**config.mk**
```make
export PLATFORM = sky130hd
export DESIGN_NAME = imem_fetch_queue
export DESIGN_NICKNAME = d
export VERILOG_FILES = /design/src/rtl/imem_fetch_queue.sv
export SDC_FILE = /design/constraint.sdc
export NUM_CORES = 2
export LEC_CHECK = 0
export CAP_MARGIN = 20
export CORE_MARGIN = 2
export CORE_UTILIZATION = 50
export DETAILED_ROUTE_END_ITERATION = 12
export MAX_ROUTING_LAYER = met4
export PLACE_DENSITY = 0.68
export SYNTH_ARGS = -nofsm -noshare
export SYNTH_HDL_FRONTEND = slang
export SYNTH_SLANG_ARGS = --single-unit
```
**constraint.sdc**
```tcl
create_clock -name clk -period 1.96 [get_ports clk]
set_input_delay 0.49 -clock clk [delete_from_list [all_inputs] [get_ports clk]]
set_output_delay 0.49 -clock clk [all_outputs]
set_load 0.005 [all_outputs]
```
**src/rtl/imem_fetch_queue.sv**
```systemverilog
// Word-addressed instruction memory behind a valid/ready fetch port, with a
// 2-entry response queue carrying fault tags, flush, program load and a pop counter.
module imem_fetch_queue #(
    parameter  int DATA_W = 32,
    parameter  int ADDR_W = 32,
    parameter  int DEPTH  = 128,
    localparam int IDX_W  = $clog2(DEPTH)
) (
    input  logic              clk,
    input  logic              rst_n,
    input  logic              load_en,
    input  logic [IDX_W-1:0]  load_idx,
    input  logic [DATA_W-1:0] load_data,
    input  logic              flush,
    input  logic              req_valid,
    output logic              req_ready,
    input  logic [ADDR_W-1:0] req_pc,
    output logic              rsp_valid,
    input  logic              rsp_ready,
    output logic [DATA_W-1:0] rsp_instr,
    output logic [ADDR_W-1:0] rsp_pc,
    output logic [1:0]        rsp_fault,
    output logic [31:0]       fetch_cnt
);

    typedef struct packed {
        logic [DATA_W-1:0] instr;
        logic [ADDR_W-1:0] pc;
        logic [1:0]        fault;
    } entry_t;

    // Array is never reset; it starts at zero and is only changed by the load port.
    logic [DATA_W-1:0] r_mem [DEPTH] = '{default: '0};

    logic [1:0]  r_count;
    entry_t      r_q0;
    entry_t      r_q1;
    logic [31:0] r_fetch_cnt;

    logic             w_accept;
    logic             w_pop;
    logic [IDX_W-1:0] w_idx;
    logic [1:0]       w_fault;
    entry_t           w_new;

    assign req_ready = (r_count != 2'd2);
    assign rsp_valid = (r_count != 2'd0);
    assign w_accept  = req_valid && req_ready && !flush;
    assign w_pop     = rsp_valid && rsp_ready && !flush;
    assign w_idx     = req_pc[IDX_W+1:2];

    always_comb begin
        w_fault = 2'b00;
        if (req_pc[1:0] != 2'b00)
            w_fault = 2'b01;
        else if ((req_pc >> 2) >= ADDR_W'(DEPTH))
            w_fault = 2'b10;
    end

    // The read is sampled into the queue at the accept edge while the load write
    // lands at the same edge, so a same-index read observes the old word.
    always_comb begin
        w_new.pc    = req_pc;
        w_new.fault = w_fault;
        w_new.instr = '0;
        if (w_fault == 2'b00)
            w_new.instr = r_mem[w_idx];
    end

    always_ff @(posedge clk) begin
        if (load_en)
            r_mem[load_idx] <= load_data;
    end

    always_ff @(posedge clk or negedge rst_n) begin
        if (!rst_n) begin
            r_count     <= '0;
            r_q0        <= '0;
            r_q1        <= '0;
            r_fetch_cnt <= '0;
        end else if (flush) begin
            r_count <= '0;
        end else begin
            if (w_pop)
                r_fetch_cnt <= r_fetch_cnt + 32'd1;
            case ({w_accept, w_pop})
                2'b10: begin
                    if (r_count == 2'd0)
                        r_q0 <= w_new;
                    else
                        r_q1 <= w_new;
                    r_count <= r_count + 2'd1;
                end
                2'b01: begin
                    r_q0    <= r_q1;
                    r_count <= r_count - 2'd1;
                end
                2'b11: begin
                    // Only reachable with one entry: the new entry replaces the head.
                    r_q0 <= w_new;
                end
                default: ;
            endcase
        end
    end

    assign rsp_instr = rsp_valid ? r_q0.instr : '0;
    assign rsp_pc    = rsp_valid ? r_q0.pc    : '0;
    assign rsp_fault = rsp_valid ? r_q0.fault : '0;
    assign fetch_cnt = r_fetch_cnt;

endmodule
```
# == Word level (Yosys, flattened, before mapping) ==
# Memories as Yosys holds them, arrays and structs flattened.
# Cells that the tools add are included.
# totals
n_memories,1
regBits,166
ramBits,4096
inputBits,77
elab_cells,46
out_inout_bits,100
# memory_table
memory,words,word_bits,rd,rd_ports_with_merged_regs,wr,line_no,source
r_mem,128,32,1,0,1,33,logic [DATA_W-1:0] r_mem [DEPTH] = '{default: '0};
# op_classes
reduce_logical,14
muxes,12
add_sub_neg,3
n_eq_ne,5
n_bitwise,2
n_lt_le_gt_ge,1
# op_table
cell,count
one-hot mux 66 bit (3 select lines),1
2-to-1 mux 32 bit,3
2-to-1 mux 66 bit,1
"adder 32 x 1 -> 32 bit, second input constant",1
">= comparator 30 x 8 -> 1 bit, second input constant",1
2-to-1 mux 2 bit,4
AND reduction 3 bit,2
nonzero test 3 bit,2
"== test 2 bit, second input constant",2
logical AND 1 bit,4
zero test 2 bit,2
"inequality test 2 bit, second input constant",2
one-hot mux 2 bit (2 select lines),1
nonzero test 2 bit,2
"adder 2 x 1 -> 2 bit, second input constant",1
"== test 2 x 1 -> 1 bit, second input constant",1
2-to-1 mux 1 bit,2
NOT 1 bit,2
AND reduction 2 bit,1
"subtractor 2 x 1 -> 2 bit, second input constant",1
zero test 1 bit,1

# == Depth between registers and ports, before layout ==
# logic_depth
ltp_word,7
ltp_mapped,14
depth_no_buf,8

# == Worst setup path after synthesis ==
# Ideal clock, no wire load.
# synth_timing
path_kind,input to register
start,in load_idx[6]
end,mem r_mem[80][0] (enable)
t_arrival_ns,4.126
t_required_ns,1.458
stages,3
setup_ns,0.502
path_slack_ns,-2.668
n_path_buf,0
cell_sequence,nor2b_1 -> nand3_1 -> nor4_1
# synth_lines
element,line_no,source
start: declaration,12,"input logic [IDX_W-1:0] load_idx,"
end: declaration,33,
# No word-level cell before the write port.

# == Final worst setup path ==
# layout_timing
start,reg r_count[0]
end,out rsp_instr[21]
# layout_between
elab_chain_len,2
# layout_lines
element,line_no,source
start: declaration,35,logic [1:0] r_count;
start signal: assignment,92,r_count <= r_count + 2'd1;
start signal: assignment,96,r_count <= r_count - 2'd1;
nonzero test 2 bit,47,assign rsp_valid = (r_count != 2'd0);
2-to-1 mux 32 bit,107,assign rsp_instr = rsp_valid ? r_q0.instr : '0;
end: declaration,20,"output logic [DATA_W-1:0] rsp_instr,"
# Every way passes these cells.

==> results_dict.tcl <==
set metrics [dict create \
    reg2reg_from "r_mem[59][4]$_DFFE_PP_" \
    critPathArrivalTime_ns 2.24 \
    start_kind "flop" \
    drc_errors 0 \
    cts_tree "built" \
    port_buffers 176 \
    yosys.cell_types.count 79 \
    io-pin-count 177 \
    worst_skew_late_latency_ns 1.01 \
    detailed_place_hpwl_mm 329 \
    worstPathRequired_ns 1.47 \
    worst_clock_skew_ns 0.0717 \
    drt_first_pass_iters 6 \
    synth_warnings 0 \
    setup_ws_ns -0.770 \
    crit_end "rsp_instr[21]" \
    syn-num-nets 8004 \
    synth_cells 7926 \
    antenna_violations_before_repair 25 \
    path_max_fanout 29 \
    cts_h_tree_lvls 5 \
    width_of_the_chip_um 578 \
    worst_r2r_path_depth 9 \
    report.final.hold_viol_count 0 \
    setup_violations 216 \
    final_core_utilization_pct 62.4 \
    rsz_0062_raised_after_global_routing "true" \
    tritoncts.num_buffers 412 \
    clk_sinks 4262 \
    static-leakage-power_uw 0.0682 \
    synth-main-ff-cell "sky130_fd_sc_hd__edfxtp_1" \
    grt_max_degree 89 \
    hold_ws_ns 0.0311 \
    slew_at_the_pin_closest_to_its_max_slew_limit_ns 1.05 \
    final.fill_count 21800 \
    drt.antenna.violating_nets 0 \
    grt_pass1_wl_mm 705 \
    timing_max_transition_violations_final 0 \
    worst_hold_path.num_cells 2 \
    synth_seq_cells 4262 \
    num-nets-final 9691 \
    avgRoutedWirePerCell_um 35.8 \
    post_drt_via_cell_ratio 6.54 \
    max_clock_freq_mhz 366 \
    drt_first_iter_violations 15900 \
    gp_congestion 0.971 \
    die-area_mm2 0.334 \
    hp-class "in -> reg" \
    syn_avg_cell_area_um2 20.8 \
    core-area_mm2 0.327 \
    first_global_vias 91300 \
    worst_setup_path_startpoint "r_count[0]$_DFFE_PN0P_" \
    maxSlewHeadroom_pct 30.3 \
    pre_cts_slack_ns -2.05 \
    max-clock-path-buffers 4 \
    fin_crit_ns 2.73 \
    synthToLayoutAreaGrowth_pct 24.0 \
    initial_utilization_pct 50.3 \
    synth_sequential_area_ratio_pct 77.2 \
    clock_slew_at_reported_path_ffs_ns 0.07 \
    number_of_enable_flip_flop_cells_after_synthesis 4096 \
    root_buffer "sky130_fd_sc_hd__clkbuf_16" \
    overflow 0 \
    core.rowCount 210 \
    run_status "complete, but fails checks" \
    critPathCaptureType "output pin" \
    failed_checks "setup timing" \
    layout_worst_path_cycle_share_pct 139 \
    synth.cell_area_mm2 0.165 \
    power_per_cell_area_mw_per_mm2 953 \
    drv_cap 0 \
    worstSetupPathType "reg -> out" \
    share_of_layout_cells_above_drive_strength_1_pct 36.0 \
    num_vias 93700 \
    fp.dieH_um 578 \
    r2r_setup_slack_ns -0.75 \
    synth-async-reset-ratio_pct 3.89 \
    gr-usage-all-layers_pct 31.2 \
    crit-reg2reg-capture "r_q1[38]$_DFFE_PN0P_" \
    drt-total-wl_mm 513 \
    max-vdd-ir-drop_uv 999 \
]
layer usage:
metal	track usage, %	vias up	routed length (um)
li1	-	36500	-
met1	42.0	48900	186000
met2	46.8	7241	237000
met3	7.50	1051	67100
met4	11.4	0	22700
met5	-	-	0
worst min path at each step:
stage	endpoint	slack, ns	startpoint
after global placement	fetch_cnt[31]$_DFFE_PN0P_	0.42	rst_n
after detailed placement	fetch_cnt[28]$_DFFE_PN0P_	0.43	rst_n
after floorplan	fetch_cnt[0]$_DFFE_PN0P_	0.19	rst_n
after CTS	r_mem[26][10]$_DFFE_PP_	0.0003	load_data[10]
final	r_mem[58][6]$_DFFE_PP_	0.03	load_data[6]
after global routing	r_mem[30][10]$_DFFE_PP_	0.03	load_data[10]
critical path, stage by stage (launching register included):
cell,delay [ns]
sky130_fd_sc_hd__dfrtp_1,0.41
sky130_fd_sc_hd__nor2_4,0.15
sky130_fd_sc_hd__inv_4,0.08
sky130_fd_sc_hd__buf_12,0.16
sky130_fd_sc_hd__and2_1,0.19
sky130_fd_sc_hd__dlygate4sd2_1,0.26
kinds of logic after synthesis:
family | Yosys count | synth area share [%]
compound gates | 870 | 3.68
xor+xnor | 31 | 0.165
fa+ha+maj | 1 | 0.00760
buf+inv | 464 | 1.74
flops | 4262 | 77.2
mux | 1329 | 14.5
simple gates | 969 | 2.70
layout by cell type, fill, tap and decap left out, types with 59 or more instances in the layout:
cell	n
sky130_fd_sc_hd__mux2i_1	441
sky130_fd_sc_hd__mux4_2	842
sky130_fd_sc_hd__nand3_1	65
sky130_fd_sc_hd__o21ai_0	78
sky130_fd_sc_hd__buf_12	508
sky130_fd_sc_hd__nand2_1	334
sky130_fd_sc_hd__clkbuf_16	433
sky130_fd_sc_hd__clkbuf_1	87
sky130_fd_sc_hd__nor2_4	146
sky130_fd_sc_hd__clkinv_2	76
sky130_fd_sc_hd__clkinv_1	88
sky130_fd_sc_hd__buf_4	956
sky130_fd_sc_hd__a21oi_1	104
sky130_fd_sc_hd__edfxtp_1	4096
sky130_fd_sc_hd__and2_1	59
sky130_fd_sc_hd__dfrtp_1	161
sky130_fd_sc_hd__nor2_1	93
sky130_fd_sc_hd__buf_6	67
sky130_fd_sc_hd__a22oi_1	165
sky130_fd_sc_hd__o22ai_1	71
registers in the layout, indices dropped and copies added (netlist names):
name,flops
r_q0,66
fetch_cnt,32
r_q1,66
r_mem,4096
r_count,2
cells in the mapped netlist (13+ instances only):
master	instances	share of area (%)
sky130_fd_sc_hd__nand2_1	347	0.79
sky130_fd_sc_hd__and3_1	14	0.053
sky130_fd_sc_hd__o21ai_0	137	0.42
sky130_fd_sc_hd__edfxtp_1	4096	75
sky130_fd_sc_hd__xnor2_1	24	0.13
sky130_fd_sc_hd__nor4_1	15	0.057
sky130_fd_sc_hd__buf_8	13	0.12
sky130_fd_sc_hd__o22ai_1	86	0.33
sky130_fd_sc_hd__buf_2	137	0.42
sky130_fd_sc_hd__o221ai_1	24	0.13
sky130_fd_sc_hd__buf_4	62	0.28
sky130_fd_sc_hd__clkbuf_1	147	0.34
sky130_fd_sc_hd__nand2b_1	15	0.057
sky130_fd_sc_hd__a31oi_1	41	0.16
sky130_fd_sc_hd__a221oi_1	73	0.39
sky130_fd_sc_hd__a22o_1	22	0.12
sky130_fd_sc_hd__mux4_2	842	12
sky130_fd_sc_hd__nor2_1	256	0.58
sky130_fd_sc_hd__nor2b_1	20	0.076
sky130_fd_sc_hd__nor3_1	62	0.19
sky130_fd_sc_hd__o21ai_1	15	0.046
sky130_fd_sc_hd__nand4_1	43	0.16
sky130_fd_sc_hd__and2_1	73	0.28
sky130_fd_sc_hd__a22oi_1	202	0.92
sky130_fd_sc_hd__buf_6	38	0.26
sky130_fd_sc_hd__nand3_1	91	0.28
sky130_fd_sc_hd__buf_12	18	0.22
sky130_fd_sc_hd__dfrtp_1	166	2.5
sky130_fd_sc_hd__mux2_2	28	0.19
sky130_fd_sc_hd__a21oi_1	122	0.37
sky130_fd_sc_hd__a221o_1	28	0.17
sky130_fd_sc_hd__buf_1	26	0.059
sky130_fd_sc_hd__a211oi_1	23	0.10
sky130_fd_sc_hd__mux2i_1	459	2.8
sky130_fd_sc_hd__inv_1	19	0.043
cell type report:
cell class	count	area (um^2)	share of cell area, %
tap	4346	5440	2.66
inverter	22	92.6	0.0453
sequential	4262	127000	62.3
antenna	18	45.0	0.0221
clock buffer	513	11000	5.36
clock inverter	242	2400	1.17
timing repair buffer	1714	20100	9.84
multi-input combinational	3201	38100	18.6
what timing repair did:
item	4_1_cts	5_1_grt
setup endpoints to repair	193	215
cloned	5	11
resized for setup	660	269
hold buffers	21	0
endpoints found under the hold margin	388	0
pin swaps	128	138
setup buffers	65	75
per-stage QoR:
| step | area (um^2) | std cells | TNS, ns | total power [uW] |
|---|---|---|---|---|
| 2_1_floorplan | 165000 | 7926 | -2870.61 | 108000 |
| 3_3_place_gp | 187000 | 13400 | -2545.34 | 115000 |
| 3_5_place_dp | 187000 | 13400 | -2598.08 | 116000 |
| 4_1_cts | 202000 | 14200 | -67.43 | 194000 |
| 5_1_grt | 204000 | 14300 | -78.84 | 199000 |
| 6_report | 204000 | 14300 | -68.40 | 195000 |
power by group:
group          switching, uW  internal [uW]  total, uW
clock network          34300          45000      79400
registers                440         101000     101000
logic                   8470           5890      14400
total                  43200         151000     195000
Note: power is estimated with default switching activity, not from simulation.
